File: src/rtl/image_xfer_pkg.sv
// Shared opcodes, state encoding and status-byte layout for the image transfer controller.
// Pure declarations; no timing or flow control of its own.
package image_xfer_pkg;

   localparam logic [1:0] OP_NONE  = 2'b00;
   localparam logic [1:0] OP_WRITE = 2'b01;
   localparam logic [1:0] OP_READ  = 2'b10;
   localparam logic [1:0] OP_RUN   = 2'b11;

   typedef enum logic [2:0] {
      ST_IDLE = 3'd0,
      ST_SIZE = 3'd1,
      ST_WR   = 3'd2,
      ST_RD   = 3'd3,
      ST_RUN  = 3'd4,
      ST_CKR  = 3'd5,
      ST_CKT  = 3'd6
   } state_t;

   localparam int ERR_OVF_BIT = 0;
   localparam int ERR_CK_BIT  = 1;
   localparam int ERR_CMD_BIT = 2;

   localparam logic [7:0] RUN_STATUS = 8'h10;

   function automatic logic [7:0] status_byte(input state_t st, input logic [2:0] sticky);
      return {1'b0, st, 1'b0, sticky};
   endfunction

endpackage

File: src/rtl/xfer_checksum.sv
// 8-bit XOR accumulator with synchronous clear (clear wins over enable).
// Result visible one clk after the enabling edge; no flow control.
module xfer_checksum (
   input  logic       clk,
   input  logic       rst,
   input  logic       clr,
   input  logic       en,
   input  logic [7:0] din,
   output logic [7:0] acc
);

   always_ff @(posedge clk) begin
      if (rst || clr) begin
         acc <= 8'h00;
      end else if (en) begin
         acc <= acc ^ din;
      end
   end

endmodule

File: src/rtl/image_transfer_controller.sv
// SPI-side image transfer controller: command decode, geometry, BRAM stream, PDI launch; XFER_CHECKSUM_EN adds CKR/CKT.
// All outputs registered, updated on the spi_cycle_done edge (RUN exit on pdi_done); no backpressure, spi_slave paces bytes.
module image_transfer_controller
   import image_xfer_pkg::*;
#(
   parameter int ADDR_W     = 17,
   parameter int MAX_PIXELS = 76800,
   parameter int NUM_CH     = 3,
   parameter int DIM_W      = 16
) (
   input  logic              clk,
   input  logic              rst,
   input  logic              spi_cycle_done,
   input  logic [7:0]        spi_byte_in,
   output logic [7:0]        spi_byte_out,
   output logic [ADDR_W-1:0] bram_addr,
   output logic [1:0]        bram_channel,
   output logic              bram_we,
   output logic [7:0]        bram_data_in,
   input  logic [7:0]        bram_data_out,
   output logic              pdi_active,
   input  logic              pdi_done,
   output logic              err
);

   localparam int GW         = 2 * DIM_W;
   localparam int CW         = (GW > ADDR_W + 1) ? GW : ADDR_W + 1;
   localparam int SIZE_BYTES = GW / 8;

   localparam logic [CW-1:0]     MAX_C     = CW'(MAX_PIXELS);
   localparam logic [ADDR_W-1:0] ADDR_LAST = ADDR_W'(MAX_PIXELS - 1);
   localparam logic [1:0]        CH_LAST   = 2'(NUM_CH);
   localparam logic [2:0]        SIZE_LAST = 3'(SIZE_BYTES - 1);

`ifdef XFER_CHECKSUM_EN
   localparam state_t WR_EXIT = ST_CKR;
   localparam state_t RD_EXIT = ST_CKT;
`else
   localparam state_t WR_EXIT = ST_IDLE;
   localparam state_t RD_EXIT = ST_IDLE;
`endif

   state_t            state, state_nxt;
   logic [GW-1:0]     geom, geom_nxt;
   logic [2:0]        size_idx, size_idx_nxt;
   logic [CW-1:0]     cnt, cnt_nxt;
   logic [CW-1:0]     idx, idx_nxt;
   logic [2:0]        sticky, sticky_nxt;
   logic [7:0]        sbo_nxt;
   logic [ADDR_W-1:0] addr_nxt;
   logic [1:0]        ch_nxt;
   logic              we_nxt;
   logic [7:0]        wdat_nxt;
   logic              pdi_nxt;

   logic [1:0]        cmd_op, cmd_ch;
   logic [GW-1:0]     geom_shift, mul_src, prod;
   logic [CW-1:0]     prod_c, rd_len, idx_inc;

   assign cmd_op = spi_byte_in[3:2];
   assign cmd_ch = spi_byte_in[1:0];

   // One multiplier: fed the incoming geometry while in SIZE, the stored geometry otherwise.
   assign geom_shift = {geom[GW-9:0], spi_byte_in};
   assign mul_src    = (state == ST_SIZE) ? geom_shift : geom;
   assign prod       = GW'(mul_src[GW-1:DIM_W]) * GW'(mul_src[DIM_W-1:0]);
   assign prod_c     = CW'(prod);
   assign rd_len     = (prod_c == '0 || prod_c > MAX_C) ? MAX_C : prod_c;
   assign idx_inc    = idx + CW'(1);

   assign err = |sticky;

`ifdef XFER_CHECKSUM_EN
   logic       ck_clr, ck_en;
   logic [7:0] ck_din, ck_acc;

   assign ck_clr = spi_cycle_done && (state == ST_IDLE);
   assign ck_en  = spi_cycle_done && (state == ST_WR || state == ST_RD);
   assign ck_din = (state == ST_RD) ? bram_data_out : spi_byte_in;

   xfer_checksum u_checksum (
      .clk (clk),
      .rst (rst),
      .clr (ck_clr),
      .en  (ck_en),
      .din (ck_din),
      .acc (ck_acc)
   );
`endif

   always_ff @(posedge clk) begin
      if (rst) begin
         state        <= ST_IDLE;
         geom         <= '0;
         size_idx     <= '0;
         cnt          <= '0;
         idx          <= '0;
         sticky       <= '0;
         spi_byte_out <= '0;
         bram_addr    <= '0;
         bram_channel <= '0;
         bram_we      <= 1'b0;
         bram_data_in <= '0;
         pdi_active   <= 1'b0;
      end else begin
         state        <= state_nxt;
         geom         <= geom_nxt;
         size_idx     <= size_idx_nxt;
         cnt          <= cnt_nxt;
         idx          <= idx_nxt;
         sticky       <= sticky_nxt;
         spi_byte_out <= sbo_nxt;
         bram_addr    <= addr_nxt;
         bram_channel <= ch_nxt;
         bram_we      <= we_nxt;
         bram_data_in <= wdat_nxt;
         pdi_active   <= pdi_nxt;
      end
   end

   always_comb begin
      state_nxt    = state;
      geom_nxt     = geom;
      size_idx_nxt = size_idx;
      cnt_nxt      = cnt;
      idx_nxt      = idx;
      sticky_nxt   = sticky;
      sbo_nxt      = spi_byte_out;
      addr_nxt     = bram_addr;
      ch_nxt       = bram_channel;
      we_nxt       = 1'b0;
      wdat_nxt     = bram_data_in;
      pdi_nxt      = pdi_active;

      unique case (state)
         ST_IDLE: begin
            if (spi_cycle_done) begin
               unique case (cmd_op)
                  OP_WRITE, OP_READ: begin
                     if (cmd_ch == 2'd0 || cmd_ch > CH_LAST) begin
                        sticky_nxt[ERR_CMD_BIT] = 1'b1;
                     end else begin
                        ch_nxt = cmd_ch;
                        if (cmd_op == OP_WRITE) begin
                           state_nxt    = ST_SIZE;
                           size_idx_nxt = '0;
                        end else begin
                           state_nxt = ST_RD;
                           addr_nxt  = '0;
                           idx_nxt   = '0;
                           cnt_nxt   = rd_len;
                        end
                     end
                  end
                  OP_RUN: begin
                     state_nxt = ST_RUN;
                     pdi_nxt   = 1'b1;
                     sbo_nxt   = RUN_STATUS;
                  end
                  default: begin
                     if (cmd_ch == 2'd0) begin
                        sbo_nxt    = status_byte(state, sticky);
                        sticky_nxt = '0;
                     end
                  end
               endcase
            end
         end

         ST_SIZE: begin
            if (spi_cycle_done) begin
               geom_nxt     = geom_shift;
               size_idx_nxt = size_idx + 3'd1;
               if (size_idx == SIZE_LAST) begin
                  cnt_nxt = prod_c;
                  idx_nxt = '0;
                  if (prod_c == '0) begin
                     state_nxt = ST_IDLE;
                  end else begin
                     state_nxt = ST_WR;
                     if (prod_c > MAX_C) begin
                        sticky_nxt[ERR_OVF_BIT] = 1'b1;
                     end
                  end
               end
            end
         end

         ST_WR: begin
            if (spi_cycle_done) begin
               wdat_nxt = spi_byte_in;
               // Bytes past the BRAM depth are swallowed; address holds at the last written pixel.
               if (idx < MAX_C) begin
                  we_nxt   = 1'b1;
                  addr_nxt = idx[ADDR_W-1:0];
               end
               idx_nxt = idx_inc;
               if (idx_inc == cnt) begin
                  state_nxt = WR_EXIT;
               end
            end
         end

         ST_RD: begin
            if (spi_cycle_done) begin
               sbo_nxt = bram_data_out;
               if (bram_addr < ADDR_LAST) begin
                  addr_nxt = bram_addr + ADDR_W'(1);
               end
               idx_nxt = idx_inc;
               if (idx_inc == cnt) begin
                  state_nxt = RD_EXIT;
               end
            end
         end

         ST_RUN: begin
            // pdi_done takes priority; a coincident SPI byte is dropped.
            if (pdi_done) begin
               pdi_nxt   = 1'b0;
               state_nxt = ST_IDLE;
            end else if (spi_cycle_done) begin
               sbo_nxt = RUN_STATUS;
            end
         end

`ifdef XFER_CHECKSUM_EN
         ST_CKR: begin
            if (spi_cycle_done) begin
               if (spi_byte_in != ck_acc) begin
                  sticky_nxt[ERR_CK_BIT] = 1'b1;
               end
               state_nxt = ST_IDLE;
            end
         end

         ST_CKT: begin
            if (spi_cycle_done) begin
               sbo_nxt   = ck_acc;
               state_nxt = ST_IDLE;
            end
         end
`endif

         default: begin
            state_nxt    = ST_IDLE;
            geom_nxt     = '0;
            size_idx_nxt = '0;
            cnt_nxt      = '0;
            idx_nxt      = '0;
            sticky_nxt   = '0;
            sbo_nxt      = '0;
            addr_nxt     = '0;
            ch_nxt       = '0;
            wdat_nxt     = '0;
            pdi_nxt      = 1'b0;
         end
      endcase
   end

endmodule

File: config.mk
export PLATFORM = sky130hd
export DESIGN_NAME = image_transfer_controller
export DESIGN_NICKNAME = d
export VERILOG_FILES = /design/src/rtl/image_xfer_pkg.sv /design/src/rtl/xfer_checksum.sv /design/src/rtl/image_transfer_controller.sv
export SDC_FILE = /design/constraint.sdc
export NUM_CORES = 1
export LEC_CHECK = 0
export BUFFER_PORTS_ARGS = -buffer_cell sky130_fd_sc_hd__buf_2
export CAP_MARGIN = 20
export CORE_ASPECT_RATIO = 1.75
export CORE_MARGIN = 10
export CORE_UTILIZATION = 59
export CTS_CLUSTER_SIZE = 40
export DETAILED_ROUTE_END_ITERATION = 8
export GPL_TIMING_DRIVEN = 0
export PLACE_DENSITY = 0.76
export RECOVER_POWER = 25
export SLEW_MARGIN = 5
export SYNTH_ARGS = -nofsm -noshare
export SYNTH_HDL_FRONTEND = slang
export SYNTH_SLANG_ARGS = --single-unit
File: constraint.sdc
create_clock -name clk -period 17.1 [get_ports clk]
set_input_delay 3.42 -clock clk [delete_from_list [all_inputs] [get_ports clk]]
set_output_delay 3.42 -clock clk [all_outputs]
set_load 0.02 [all_outputs]
# Yosys cells after proc, flatten, opt, wreduce, memory -nomap -nowiden

Cells that the tools add are included.

Add/subtract/negate cells: 3
$mul: 1
Magnitude comparators: 4
Eq/ne operators: 37
Mux-type cells: 74
Bitwise gates (word level): 10
Reduce and logical (&&, ||, !) cells: 30

Operators with widths:

| kind                                                                     | number |
|---|---|
| 32-bit two-way mux                                                       | 16 |
| 17-bit two-way mux                                                       | 8 |
| 32-bit one-hot mux with 4 select lines                                   | 1 |
| 32-bit one-hot mux with 3 select lines                                   | 1 |
| 17-bit one-hot mux with 4 select lines                                   | 1 |
| 32-bit one-hot mux with 2 select lines                                   | 1 |
| 8-bit two-way mux                                                        | 6 |
| 3-bit two-way mux                                                        | 14 |
| 2-bit inequality test (second input constant)                            | 17 |
| 32-bit by 1-bit adder with 32-bit output (second input constant)         | 1 |
| 32-bit == test                                                           | 1 |
| 32-bit by 17-bit > comparator with 1-bit output (second input constant)  | 1 |
| 32-bit logical NOT                                                       | 1 |
| 32-bit by 17-bit < comparator with 1-bit output (second input constant)  | 1 |
| 16-bit by 16-bit multiplier with 32-bit output                           | 1 |
| 8-bit one-hot mux with 2 select lines                                    | 2 |
| 8-bit one-hot mux with 4 select lines                                    | 1 |
| 8-bit AND reduction                                                      | 3 |
| 17-bit by 1-bit adder with 17-bit output (second input constant)         | 1 |
| 17-bit < comparator (second input constant)                              | 1 |
| 3-bit OR reduction                                                       | 5 |
| 7-bit AND reduction                                                      | 2 |
| 2-bit two-way mux                                                        | 6 |
| 2-bit by 1-bit inequality test with 1-bit output (second input constant) | 6 |
| 28 further kinds                                                         | 61 |

Register bits: 142
Bits of input ports: 20
Output and inout port bits: 38

# Logic depth before layout (Yosys ltp)

Depth in word-level cells: 11
Gate-level depth with buffers: 31

# Least setup slack after synthesis

No wires, ideal clock.

Path type: input -> register
From: input spi_byte_in[6]
To: register cnt[4]
Library setup time: 0.096 ns
Arrival time: 10.171 ns
Data required time: 17.004 ns
Setup slack: 6.834 ns
Cell stages on the path: 24
Path buffers: 2
Cells stage by stage: mux2i_1 clkbuf_1 nor2_1 fa_1 inv_1 fa_1 fa_1 inv_1 fa_1 fa_1 inv_1 fa_1 inv_1 ha_1 clkbuf_1 a211oi_1 nor2_1 a221oi_1 a211o_1 o21ai_0 or3_1 nor4_1 nand4_1 o311ai_1

Cells in the longest elaborated chain, start to end: 10

Ends and longest elaborated chain:

| item                                                                                  | RTL line                         | text |
|---|---|---|
| from (decl)                                                                           | image_transfer_controller.sv:14  | `input logic [7:0] spi_byte_in,` |
| 32-bit two-way mux *                                                                  | image_transfer_controller.sv:65  | `assign mul_src = (state == ST_SIZE) ? geom_shift : geom;` |
| 16-bit by 16-bit multiplier with 32-bit output *                                      | image_transfer_controller.sv:66  | `assign prod = GW'(mul_src[GW-1:DIM_W]) * GW'(mul_src[DIM_W-1:0]);` |
| 32-bit by 17-bit > comparator with 1-bit output or 32-bit logical NOT (tied branches) | image_transfer_controller.sv:68  | `assign rd_len = (prod_c == '0 \|\| prod_c > MAX_C) ? MAX_C : prod_c;` |
| 1-bit logical OR *                                                                    | image_transfer_controller.sv:68  |  |
| 32-bit two-way mux *                                                                  | image_transfer_controller.sv:68  |  |
| 32-bit two-way mux *                                                                  | image_transfer_controller.sv:144 | `if (cmd_op == OP_WRITE) begin` |
| 32-bit two-way mux *                                                                  | image_transfer_controller.sv:140 | `if (cmd_ch == 2'd0 \|\| cmd_ch > CH_LAST) begin` |
| 32-bit two-way mux *                                                                  | image_transfer_controller.sv:138 | `unique case (cmd_op)` |
| 32-bit two-way mux *                                                                  | image_transfer_controller.sv:137 | `if (spi_cycle_done) begin` |
| 32-bit one-hot mux with 3 select lines *                                              | image_transfer_controller.sv:135 | `unique case (state)` |
| to (signal assigned)                                                                  | image_transfer_controller.sv:109 | `cnt <= cnt_nxt;` |
| to (decl)                                                                             | image_transfer_controller.sv:46  | `logic [CW-1:0] cnt, cnt_nxt;` |

Mark *: on every way between the ends. The rest lies on a longest branch, timed or not. The select of a mux whose other input is x is not followed.
A chain may end at the register's enable or synchronous reset.

# Worst setup path after layout

From: input spi_byte_in[5]
To: register cnt[4]

The elaborated chain is that of the path after synthesis.

==> reports/metrics.cfg <==
[clocking]
root_buffer=clkbuf_16
cts_sinks=141
clock_latency_ps=460
cts.reportedPaths.clkPinSlew_ps=60
numCtsBuffers=17
post-cts-setup-buffers=0
cts_buffer_depth=2
cts_tree=done
cts_resized=0
postCtsHoldBufs=0
htreeDepth=4

[logic_synthesis]
ys_seq_area_share_pct=16.62
synth_warnings=0
yosys.area.top_type_share_pct=22.87
synthTopCellsByCount=348 x nand2_1, 257 x nor2_1, 233 x inv_1, 194 x fa_1, 141 x dfxtp_1
synth_edf_count=0
syn-cell-area_um2=16980
synth_cell_types=70
synth_fp_nets=2531
synth_seq_cells=141
yosysTopAreaCell=fa_1
ys.flop_type=dfxtp_1
ys_async_sr_fraction_pct=0
yosys-top-cells-area=fa_1 23%, dfxtp_1 17%, ha_1 8.2%
synth_cells=2206
avgSynthCellArea_um2=7.699
synth.most_common_cell=nand2_1

[drt]
wl_mm=59.47
viasPerCell=6.250
dr_total_vias=16750
first_pass_iters=6
drt_iter0_markers=1355
drc=0
ant_nets=0
wl_per_cell_um=22.20

[place]
dpl_cell_area_um2=17780
port_buffers=56
place.gp.congestion=1.022
place.detailed.hpwl_mm=47.67

[worst_hold_path]
holdPathStages=1
min_path_type=flop to flop
hp-start=bram_data_in[5]
worstHoldEndpoint=bram_data_in[5]

[grt]
grt_pass1_vias=16880
grt_overflow=0
grt_pass1_wl_mm=91.30
track_usage_pct=32.35
grt_max_degree=17
grt_antenna_before_repair=0

[floorplan]
num_rows=82
initial_utilization_pct=59.55
core_um2=28520
design.die.area_um2=36240
die_y_um=244.4
ios=58
die_w_um=148.3

[sta]
setup_viol=0
fin_crit_ps=12080
slew_headroom_pct=15.26
period_share_pct=70.66
clock.fmax_ghz=0.08276
timing.final.hold_violations=0
setup_tns_ps=0
tightest_slew_ps=1236
whs_ps=476.3
final_max_slew_viol_count=0
rsz0062_at_grt=false
fin_worst_skew_ps=12.13

[setup_path]
crit_path_frequent_cell=fa_1
crit_fanout=10
slowest_delay_ps=920
critPathKind=input port to flop
r2r_cells=30
arrival_ps=12430
end_kind=flop
start_kind=input port
required_ps=17450
crit_family=adder cells
r2r_start=state[1]
rrSetupSlack_ps=6650
slowest_stage=mux2i_1
worst-path-buf-inv=7
r2r-end=cnt[4]

[flow_run]
drv_cap=0

[pwr]
max-vdd-ir-drop_uv=72.56
power.leakage_nw=7.907
power_per_cell_area_nw_per_um2=55.05

[status]
status=complete, no violations

[finish]
fin_nets=2611
area_growth_pct=8.001
final_area_um2=18340
regArea_um2=2823
multi_input_area_um2=12790
fillers=2654
drive_gt1_share_pct=3.958

worst max-delay path by stage:
stage	from	end	depth (start not counted)	slack, ps
5_1_grt	spi_byte_in[5]	cnt[4]	25	4770
4_1_cts	spi_byte_in[5]	cnt[4]	25	5200
2_1_floorplan	spi_byte_in[6]	cnt[4]	24	6830
3_3_place_gp	spi_byte_in[5]	cnt[4]	25	4300
3_5_place_dp	spi_byte_in[5]	cnt[4]	25	4750
6_report	spi_byte_in[5]	cnt[4]	25	5020
layout by cell type, fill, tap and decap left out, drive strengths merged, types with 20 or more instances in the layout:
| cell type | synthesis | layout |
|---|---|---|
| buf | 26 | 48 |
| dfxtp | 141 | 141 |
| a21oi | 137 | 137 |
| o21ai | 80 | 80 |
| nand3 | 86 | 86 |
| fa | 194 | 194 |
| xor2 | 22 | 22 |
| nor4 | 20 | 20 |
| nor3 | 37 | 37 |
| a21o | 21 | 21 |
| xnor2 | 42 | 42 |
| mux2i | 39 | 39 |
| inv | 233 | 240 |
| or3 | 20 | 20 |
| ha | 111 | 111 |
| nor2 | 257 | 257 |
| a31oi | 25 | 25 |
| clkbuf | 104 | 162 |
| nand2 | 348 | 348 |
| nand4 | 40 | 40 |
per-stage QoR:
| step | power, mW | instances | utilization (%) | setup WS (ps) |
|---|---|---|---|---|
| detailed placement | 0.6231 | 2644 | 62.34 | 4752 |
| floorplan | 0.5257 | 2206 | - | 6834 |
| global placement | 0.6203 | 2640 | 62.19 | 4297 |
| CTS | 0.9984 | 2676 | 64.44 | 5203 |
| finish | 1.010 | 2679 | 64.31 | 5017 |
| global route | 1.042 | 2677 | 64.29 | 4768 |
layer usage:
layer	global-route usage (%)	part of all wire (%)	vias up
li1	-	-	7562
met5	0	0	-
met2	58.04	51	842
met4	29.29	11	0
met3	4.882	6.3	307
met1	31.01	32	8034
state kept, by name, indices dropped and copies added, names as in the netlist:
register	count
bram_addr	17
bram_channel	2
bram_data_in	8
bram_we	1
cnt	32
geom	32
idx	32
pdi_active	1
size_idx	3
spi_byte_out	8
state	3
sticky	2
power breakdown:
part	leakage, nW	internal (mW)	switching [mW]
clock	0.286	0.214	0.169
sequential	1.14	0.338	0.00788
combinational	6.48	0.0641	0.218
total	7.91	0.616	0.394
final cells by class:
| type | count | share of cell area, % |
|---|---|---|
| Buffer | 130 | 2.776 |
| Multi-Input combinational cell | 1701 | 69.71 |
| Tap cell | 378 | 2.578 |
| Timing Repair Buffer | 61 | 1.467 |
| Sequential cell | 141 | 15.39 |
| Inverter | 234 | 4.789 |
| Clock buffer | 19 | 2.469 |
| Clock inverter | 13 | 0.7981 |
| Antenna cell | 2 | 0.02729 |
cell families (layout without fill, tap and decap cells):
logic type,after synthesis,after routing,share of synthesized area [%]
AOI/OAI and AO/OA,391,391,14.42
xor gates and xnor gates,65,65,3.440
adders and majority gates,305,305,31.04
buffers and inverters,364,457,8.170
DFF,141,141,16.62
muxes,39,39,2.321
other,0,2,0
and+or+nand+nor,901,901,23.99
Power figures use the tool's default switching activity.
